[config.mk]
export PLATFORM = sky130hd
export DESIGN_NAME = cp_insert
export DESIGN_NICKNAME = d
export VERILOG_FILES = /design/src/rtl/cp_insert.sv
export SDC_FILE = /design/constraint.sdc
export NUM_CORES = 2
export LEC_CHECK = 0
export CAP_MARGIN = 10
export CORE_MARGIN = 5
export CORE_UTILIZATION = 40
export DETAILED_ROUTE_END_ITERATION = 6
export GPL_TIMING_DRIVEN = 0
export PLACE_DENSITY = 0.52
export SYNTH_ARGS = -nofsm -noshare
export SYNTH_HDL_FRONTEND = slang
export SYNTH_SLANG_ARGS = --single-unit
[constraint.sdc]
create_clock -name CLK_I -period 7.75 [get_ports CLK_I]
set_input_delay 1.9375 -clock CLK_I [delete_from_list [all_inputs] [get_ports CLK_I]]
set_output_delay 1.9375 -clock CLK_I [all_outputs]
set_load 0.03 [all_outputs]
[src/rtl/cp_insert.sv]
`default_nettype none
// ============================================================================
//  Module      : cp_insert
//  Description : Cyclic-prefix insertion for OFDM symbols. Whole symbols of
//                NFFT samples arrive from the IFFT over a Wishbone-style
//                write port and are collected in a ping-pong buffer. Each
//                stored symbol is replayed as its last NCP samples followed
//                by all NFFT samples.
//  Ports       : CLK_I                   clock, rising edge
//                RST_I                   asynchronous reset, active low
//                DAT_I[31:0]             input sample {I[15:0],Q[15:0]}
//                CYC_I/STB_I/WE_I/ACK_O  upstream write handshake
//                DAT_O[31:0]             registered output sample
//                CYC_O/STB_O/WE_O/ACK_I  downstream write handshake
//  Revision    : 1.0  initial release
// ============================================================================
module cp_insert #(
    parameter int NFFT = 64,
    parameter int NCP  = 16
) (
    input  logic        CLK_I,
    input  logic        RST_I,
    input  logic [31:0] DAT_I,
    input  logic        CYC_I,
    input  logic        STB_I,
    input  logic        WE_I,
    output logic        ACK_O,
    output logic [31:0] DAT_O,
    output logic        CYC_O,
    output logic        STB_O,
    output logic        WE_O,
    input  logic        ACK_I
);

    localparam int c_AW = $clog2(NFFT);
    // rcnt must reach NFFT+NCP-1, which is below 2*NFFT
    localparam int c_RW = c_AW + 1;
    localparam logic [c_RW-1:0] c_LAST_R = c_RW'(NFFT + NCP - 1);
    localparam logic [c_RW-1:0] c_OFS    = c_RW'(NFFT - NCP);
    localparam logic [c_AW-1:0] c_LAST_W = c_AW'(NFFT - 1);

    typedef enum logic [0:0] {
        S_IDLE = 1'b0,
        S_SEND = 1'b1
    } state_t;

    logic [31:0]     r_mem [0:2*NFFT-1];
    logic [1:0]      r_full;
    logic [1:0]      w_full_nxt;
    logic            r_wb;
    logic            r_rb;
    logic            w_rb_nxt;
    logic [c_AW-1:0] r_wcnt;
    logic [c_RW-1:0] r_rcnt;
    logic [c_RW-1:0] w_rcnt_nxt;
    logic            r_drain;
    logic            r_cyc;
    logic            r_stb;
    logic            w_stb_nxt;
    logic            r_arm;
    logic [31:0]     r_dat;
    state_t          r_state;
    state_t          w_state_nxt;
    logic            w_ack;
    logic            w_wlast;
    logic            w_xfer;
    logic            w_load;
    logic            w_release;
    logic [c_AW-1:0] w_rd_idx;
    logic [c_AW:0]   w_rd_addr;

    // ------------------------------------------------------------------
    // Write side
    // ------------------------------------------------------------------
    assign w_ack   = RST_I & CYC_I & STB_I & WE_I & ~r_full[r_wb] & ~r_drain;
    assign w_wlast = w_ack && (r_wcnt == c_LAST_W);

    always_ff @(posedge CLK_I) begin
        if (w_ack) begin
            r_mem[{r_wb, r_wcnt}] <= DAT_I;
        end
    end

    // ------------------------------------------------------------------
    // Read FSM
    // ------------------------------------------------------------------
    assign w_xfer = r_stb & ACK_I;

    always_comb begin
        w_state_nxt = r_state;
        w_stb_nxt   = r_stb;
        w_rcnt_nxt  = r_rcnt;
        w_rb_nxt    = r_rb;
        w_load      = 1'b0;
        w_release   = 1'b0;
        case (r_state)
            S_IDLE: begin
                // r_arm delays the start by one edge so a freshly filled bank
                // is seen a full cycle before the first word is launched
                if (r_arm && r_full[r_rb]) begin
                    w_state_nxt = S_SEND;
                    w_stb_nxt   = 1'b1;
                    w_rcnt_nxt  = '0;
                    w_load      = 1'b1;
                end
            end
            S_SEND: begin
                if (w_xfer) begin
                    if (r_rcnt == c_LAST_R) begin
                        w_release  = 1'b1;
                        w_rb_nxt   = ~r_rb;
                        w_rcnt_nxt = '0;
                        if (r_full[~r_rb]) begin
                            w_load = 1'b1;       // next symbol follows with no bubble
                        end else begin
                            w_stb_nxt   = 1'b0;
                            w_state_nxt = S_IDLE;
                        end
                    end else begin
                        w_rcnt_nxt = r_rcnt + 1'b1;
                        w_load     = 1'b1;
                    end
                end
            end
            default: begin
                w_state_nxt = S_IDLE;
                w_stb_nxt   = 1'b0;
            end
        endcase
    end

    // Word to launch next: (rcnt + NFFT-NCP) mod NFFT in the bank being read
    assign w_rd_idx  = c_AW'(w_rcnt_nxt + c_OFS);
    assign w_rd_addr = {w_rb_nxt, w_rd_idx};

    // A released bank and a newly filled bank are always different banks,
    // so both updates can land on the same edge
    always_comb begin
        w_full_nxt = r_full;
        if (w_release) begin
            w_full_nxt[r_rb] = 1'b0;
        end
        if (w_wlast) begin
            w_full_nxt[r_wb] = 1'b1;
        end
    end

    always_ff @(posedge CLK_I or negedge RST_I) begin
        if (!RST_I) begin
            r_state <= S_IDLE;
            r_stb   <= 1'b0;
            r_cyc   <= 1'b0;
            r_dat   <= '0;
            r_rcnt  <= '0;
            r_rb    <= 1'b0;
            r_wb    <= 1'b0;
            r_wcnt  <= '0;
            r_full  <= '0;
            r_drain <= 1'b0;
            r_arm   <= 1'b0;
        end else begin
            r_state <= w_state_nxt;
            r_stb   <= w_stb_nxt;
            r_rcnt  <= w_rcnt_nxt;
            r_rb    <= w_rb_nxt;
            r_full  <= w_full_nxt;
            r_arm   <= (r_state == S_IDLE) && r_full[r_rb] && !w_load;

            if (w_load) begin
                r_dat <= r_mem[w_rd_addr];
            end

            // An upstream cycle that ends mid-symbol discards the partial symbol
            if (w_ack) begin
                if (w_wlast) begin
                    r_wb   <= ~r_wb;
                    r_wcnt <= '0;
                end else begin
                    r_wcnt <= r_wcnt + 1'b1;
                end
            end else if (!CYC_I) begin
                r_wcnt <= '0;
            end

            // CYC_O opens with the first word of a frame and closes only
            // once the drain has emptied both banks
            if (r_drain && (r_full == 2'b00) && (r_state == S_IDLE)) begin
                r_drain <= 1'b0;
                r_cyc   <= 1'b0;
            end else begin
                if (!CYC_I && r_cyc) begin
                    r_drain <= 1'b1;
                end
                if (w_load && (r_state == S_IDLE)) begin
                    r_cyc <= 1'b1;
                end
            end
        end
    end

    assign ACK_O = w_ack;
    assign DAT_O = r_dat;
    assign CYC_O = r_cyc;
    assign STB_O = r_stb;
    assign WE_O  = r_stb;

endmodule
`default_nettype wire

### Word level (Yosys, flattened, before mapping)

Memories as Yosys holds them, arrays and structs flattened. A register that Yosys moved wholly into a read port is not among the register bits.
Cells that the tools add are included.

| word-level totals | value |
|---|---|
| input port bits | 38 |
| output and inout port bits | 36 |
| RAM bits | 4096 |
| memories | 1 |
| flip-flop bits (word level) | 22 |
| logic and storage cells | 101 |

| cells by class | value |
|---|---|
| add/subtract/negate cells | 3 |
| mux-type cells | 43 |
| bitwise logic cells | 14 |
| order comparisons | 5 |
| equal/unequal tests | 7 |
| reductions and logical operators | 18 |

Memory list:

| name | words | width | read ports | clocked after memory_dff | write ports | line | text |
|---|---|---|---|---|---|---|---|
| r_mem | 128 | 32 | 1 | 1 | 1 | 47 | `logic [31:0] r_mem [0:2*NFFT-1];` |

Operators by type and width:

| kind | number |
|---|---|
| $mux 1 | 29 |
| $mux 7 | 3 |
| $mux 6 | 3 |
| $pmux 7 s2 | 1 |
| $logic_and 1x1->1 | 10 |
| $add 7x1->7 const B | 1 |
| $eq 7x7->1 const B | 1 |
| $add 6x1->6 const B | 1 |
| $add 6x6->6 const B | 1 |
| $and 1x1->1 | 6 |
| $eq 6x6->1 const B | 1 |
| $lt 1x2->1 const B | 3 |
| $ne 2x1->1 const B | 3 |
| $pmux 1 s2 | 3 |
| $not 1->1 | 5 |
| $mux 2 | 2 |
| $ne 2x2->1 const B | 2 |
| $reduce_and 4->1 | 1 |
| $reduce_bool 2->1 | 2 |
| $logic_not 1->1 | 3 |
| $and 2x2->2 | 1 |
| $demux 1 s1 | 2 |
| $ge 1x1->1 const B | 2 |
| $logic_not 2->1 | 1 |
| other kinds (3) | 3 |

### Longest topological paths before layout

| depth | value |
|---|---|
| depth after elaboration | 10 |
| gate-level depth with buffers | 14 |

### Worst setup path after synthesis

No wires, ideal clock.

| timing | value |
|---|---|
| kind | input to register |
| start | in WE_I |
| end | mem r_mem[109][0] (enable) |
| setup slack | 2.745 ns |
| data required time | 7.329 ns |
| stages | 7 |
| arrival | 4.583 ns |
| path through | nand4_1 -> or3_1 -> clkbuf_1 -> inv_2 -> nand4b_1 -> clkbuf_1 -> nor2_1 |

| on the way | value |
|---|---|
| longest elaborated chain between the ends | 5 |

Ends and longest elaborated chain:

| item | line | text |
|---|---|---|
| start: declaration | 26 | `input logic WE_I,` |
| $and 1x1->1 (3 in a row) | 75 | `assign w_ack = RST_I & CYC_I & STB_I & WE_I & ~r_full[r_wb] & ~r_drain;` |
| net ACK_O | 27 | `output logic ACK_O,` |
| $mux 1 | 79 | `if (w_ack) begin` |
| $mux 1 (not written as such) | 80 | `r_mem[{r_wb, r_wcnt}] <= DAT_I;` |
| end: declaration | 47 |  |

The timed path passes the listed nets, and every way through them passes these cells.

### Final worst setup path

| timing | value |
|---|---|
| start | in ACK_I |
| end | reg r_dat[12] (netlist: DAT_O[12]) (read register of r_mem) |

| on the way | value |
|---|---|
| longest elaborated chain between the ends | 4 |

Ends and longest elaborated chain:

| item | line | text |
|---|---|---|
| start: declaration | 32 | `input logic ACK_I` |
| $and 1x1->1 * | 87 | `assign w_xfer = r_stb & ACK_I;` |
| $mux 7 | 108 | `if (w_xfer) begin` |
| $pmux 7 s2 | 96 | `case (r_state)` |
| $add 6x6->6 | 133 | `assign w_rd_idx = c_AW'(w_rcnt_nxt + c_OFS);` |
| end: declaration | 61 | `logic [31:0] r_dat;` |

Mark *: on every way between the ends. The rest lies on a longest branch, timed or not.
A chain may end at the register's enable or synchronous reset.

==> results.py <==
metrics = {
    "routing": {
        "wirelength_um": 643900,
        "viasPerCell": 6.067,
        "wl_per_cell_um": 35.75,
        "antenna_left": 0,
        "via_count": 109287,
        "dr.pass1.iters": 7,
        "drc": 11,
        "drtIter0Drc": 16987,
    },
    "floorplan": {
        "ios": 74,
        "die_w_um": 648.4,
        "design.die.area_sq_um": 420500,
        "fp.dieH_um": 648.4,
        "coreArea_sq_um": 406100,
        "core.rowCount": 234,
        "start_util_pct": 40.15,
    },
    "synthesis": {
        "synth_cells": 11430,
        "synth_area_sq_um": 163000,
        "avgSynthCellArea_sq_um": 14.26,
        "synth_fa_ha_area_share_pct": 0.01535,
        "synth-main-ff-cell": "edfxtp_1",
        "yosysWarnings": 0,
        "synth.distinct_cells": 68,
        "synth-seq-cells": 4150,
        "synthXorXnorAreaFrac_pct": 0.02149,
        "synth_edf_count": 4096,
        "synth_mux_area_share_pct": 3.920,
        "synth_top_family_by_area": "simple AND/OR/NAND/NOR gates",
        "syn_nets": 11470,
        "synthSimpleGateAreaFrac_pct": 10.97,
        "ys_seq_area_share_pct": 76.27,
        "synth-compound-area-share_pct": 6.726,
        "ys_async_sr_fraction_pct": 1.301,
    },
    "sta": {
        "hold_slack_ns": 0.4665,
        "clock_skew_ns": 0.1019,
        "worst_pin_slew_ns": 1.642,
        "slew_violations": 9,
        "finalSetupViolations": 6,
        "slew_headroom_pct": -10.11,
        "period_share_pct": 103.5,
        "setup_tns_ns": -0.4857,
        "layout_setup_ws_ns": -0.2719,
        "period_needed_ns": 8.022,
        "max_freq_ghz": 0.1247,
        "rsz0062_at_grt": "false",
        "final-hold-violation-count": 0,
    },
    "grt": {
        "grt_pass1_vias": 102504,
        "grtUsageTotal_pct": 29.81,
        "grt_max_degree": 104,
        "grt_antenna_before_repair": 62,
        "grt_pass1_wl_um": 862000,
        "gr-total-overflow": 0,
    },
    "clock_tree": {
        "cts_hold_buf": 0,
        "cts_made_buffers": 440,
        "cts-root-buf": "clkbuf_16",
        "cts_buffer_depth": 4,
        "cts_tree": "built",
        "postCtsSetupBuffers": 0,
        "clock_latency_ns": 1.04,
        "cts.sinks": 4150,
        "clk_pin_slew_ns": 0.06,
        "cts_resized": 0,
        "h-tree-depth": 5,
    },
    "setup_path": {
        "crit_fanout": 12,
        "critical_path_required_ns": 8.62,
        "path_class": "input port to register",
        "crit_path_end_kind": "register",
        "path_common_cell": "clkbuf_1",
        "critPathMaxStageDelay_ns": 1.08,
        "critical_path.cell_chain": "clkdlybuf4s50_1, and4_1, xor2_1, nand2_1, inv_1, clkbuf_1, clkbuf_1, clkbuf_1, a211oi_1, o21ai_0, nand4_1, a211oi_2, a211oi_1",
        "cp_data_arrival_time_ns": 8.89,
        "critPathSlowestCell": "a211oi_2",
        "cp-start-kind": "input port",
    },
    "cells_and_area": {
        "drive_above_1_share_pct": 10.58,
        "area_delta_synth_final_pct": 16.99,
        "design_area_sq_um": 190700,
        "final_cell_mix": "4096 x edfxtp_1, 2489 x nand2_1, 889 x nand3_1",
        "fill_cells": 35388,
        "final_common_cell": "edfxtp_1",
        "final_nets": 12214,
        "seq_area_sq_um": 124300,
        "multiInputGateArea_sq_um": 36360,
    },
    "run_status": {
        "violations": "design-rule violations, max-capacitance violations, max-slew violations, negative setup slack",
        "status": "finished, violations left",
    },
    "pwr": {
        "power_density_nw_per_um2": 347.2,
        "ir_worst_vdd_v": 0.0002463,
        "cellLeakagePower_nw": 62.78,
    },
    "placement": {
        "dpl-instance-area_sq_um": 176300,
        "dp_hpwl_um": 456200,
        "io_buffers": 73,
        "place.gp.congestion": 1.041,
    },
    "flow_run": {
        "cap_violations": 5,
    },
    "hold_path": {
        "hold_path.class": "register to register",
    },
}
==> through the flow <==
step / util [%] / cells / setup WS, ns / power (W)
finish: 46.97 / 18013 / -0.2719 / 0.06623
global route: 46.95 / 17980 / 0.08897 / 0.06784
CTS: 46.92 / 17966 / 0.05167 / 0.06589
detailed placement: 43.42 / 17153 / -1.055 / 0.04515
global placement: 42.00 / 16931 / -4.327 / 0.04487
floorplan: - / 11430 / 2.745 / 0.03510
==> area by class of cell <==
type / instances / share of cell area, %
Antenna cell: 40 / 0.05248
Buffer: 778 / 1.715
Sequential cell: 4150 / 65.19
Clock buffer: 551 / 6.089
Tap cell: 5428 / 3.561
Multi-Input combinational cell: 6466 / 19.07
Timing Repair Buffer: 302 / 2.896
Inverter: 36 / 0.07085
Clock inverter: 262 / 1.357
==> critical path, delay by kind of cell <==
kind	cells	cell delay [ns]
buf+inv	5	3.71
simple gates	3	0.96
xor+xnor	1	0.45
compound gates	4	1.74
==> state kept, by name, summed over array words and instances (netlist names) <==
register	count
r_arm	1
r_rb	1
r_rcnt	7
r_mem	4096
CYC_O	1
DAT_O	32
r_full	2
r_drain	1
r_wcnt	6
r_wb	1
r_state	1
STB_O	1
==> cells by family after synthesis <==
| logic type | after synthesis |
|---|---|
| adder cells (fa/ha/maj) | 2 |
| AO/OA/AOI/OAI | 1700 |
| AND/OR/NAND/NOR | 4126 |
| multiplexers | 634 |
| flip-flops | 4150 |
| XOR/XNOR | 4 |
| buffers and inverters | 814 |
==> cells in the mapped netlist (all sizes together), types with 3 or more instances <==
cell type,n,area (sq um)
a2111oi,31,290.3
a211o,6,52.55
a211oi,285,2157
a21boi,29,217.7
a21o,3,22.52
a21oi,501,2507
a221oi,3,32.53
a22oi,189,1419
a311oi,30,262.8
a31oi,165,1032
a32oi,5,43.79
and2,4,25.02
and3,82,513.0
and4,3,26.28
buf,305,1473
clkbuf,473,1775
dfrtp,54,1351
edfxtp,4096,123000
inv,36,135.1
mux2,36,405.4
mux2i,598,5986
nand2,2492,9361
nand2b,4,25.02
nand3,891,4469
nand4,317,1983
nand4b,3,26.28
nor2,206,783.3
nor2b,10,62.56
nor3,100,510.5
o211a,29,290.3
o211ai,29,217.7
o21a,4,30.03
o21ai,194,970.9
o221ai,63,551.8
o22ai,122,763.2
o31ai,3,22.52
o41ai,3,26.28
or2,3,18.77
or3,4,30.03
==> final timing paths <==
check / depth (start not counted) / slack (ns) / end / from
setup / recovery: 13 / -0.27 / DAT_O[12]$_DFFE_PN0P_ / ACK_I
hold / removal: 1 / 0.47 / r_arm$_DFF_PN0_ / r_arm$_DFF_PN0_
setup reg to reg: 11 / 0.17 / DAT_O[29]$_DFFE_PN0P_ / r_state$_DFF_PN0_
hold reg to reg: 1 / 0.47 / r_arm$_DFF_PN0_ / r_arm$_DFF_PN0_
max in group asynchronous: 2 / 6.44 / DAT_O[26]$_DFFE_PN0P_ / RST_I
min in group asynchronous: 2 / 0.91 / r_arm$_DFF_PN0_ / RST_I
==> where the power goes <==
part | switching, W | internal [W]
Clock | 0.00906 | 0.0120
Sequential | 0.000298 | 0.0247
Combinational | 0.0153 | 0.00486
Total | 0.0247 | 0.0416
==> per-layer routing <==
metal  track usage [%]  up-vias  routed length, um  share of wire, %
met1             39.86    55668             246700                38
met5            0.3204        -                654              0.10
li1                  -    45041                  -                 -
met3             7.391     1456              70470                11
met2             44.59     7100             282900                44
met4             16.69       22              43270               6.7
No activity file was read; power rests on OpenSTA's default activity.
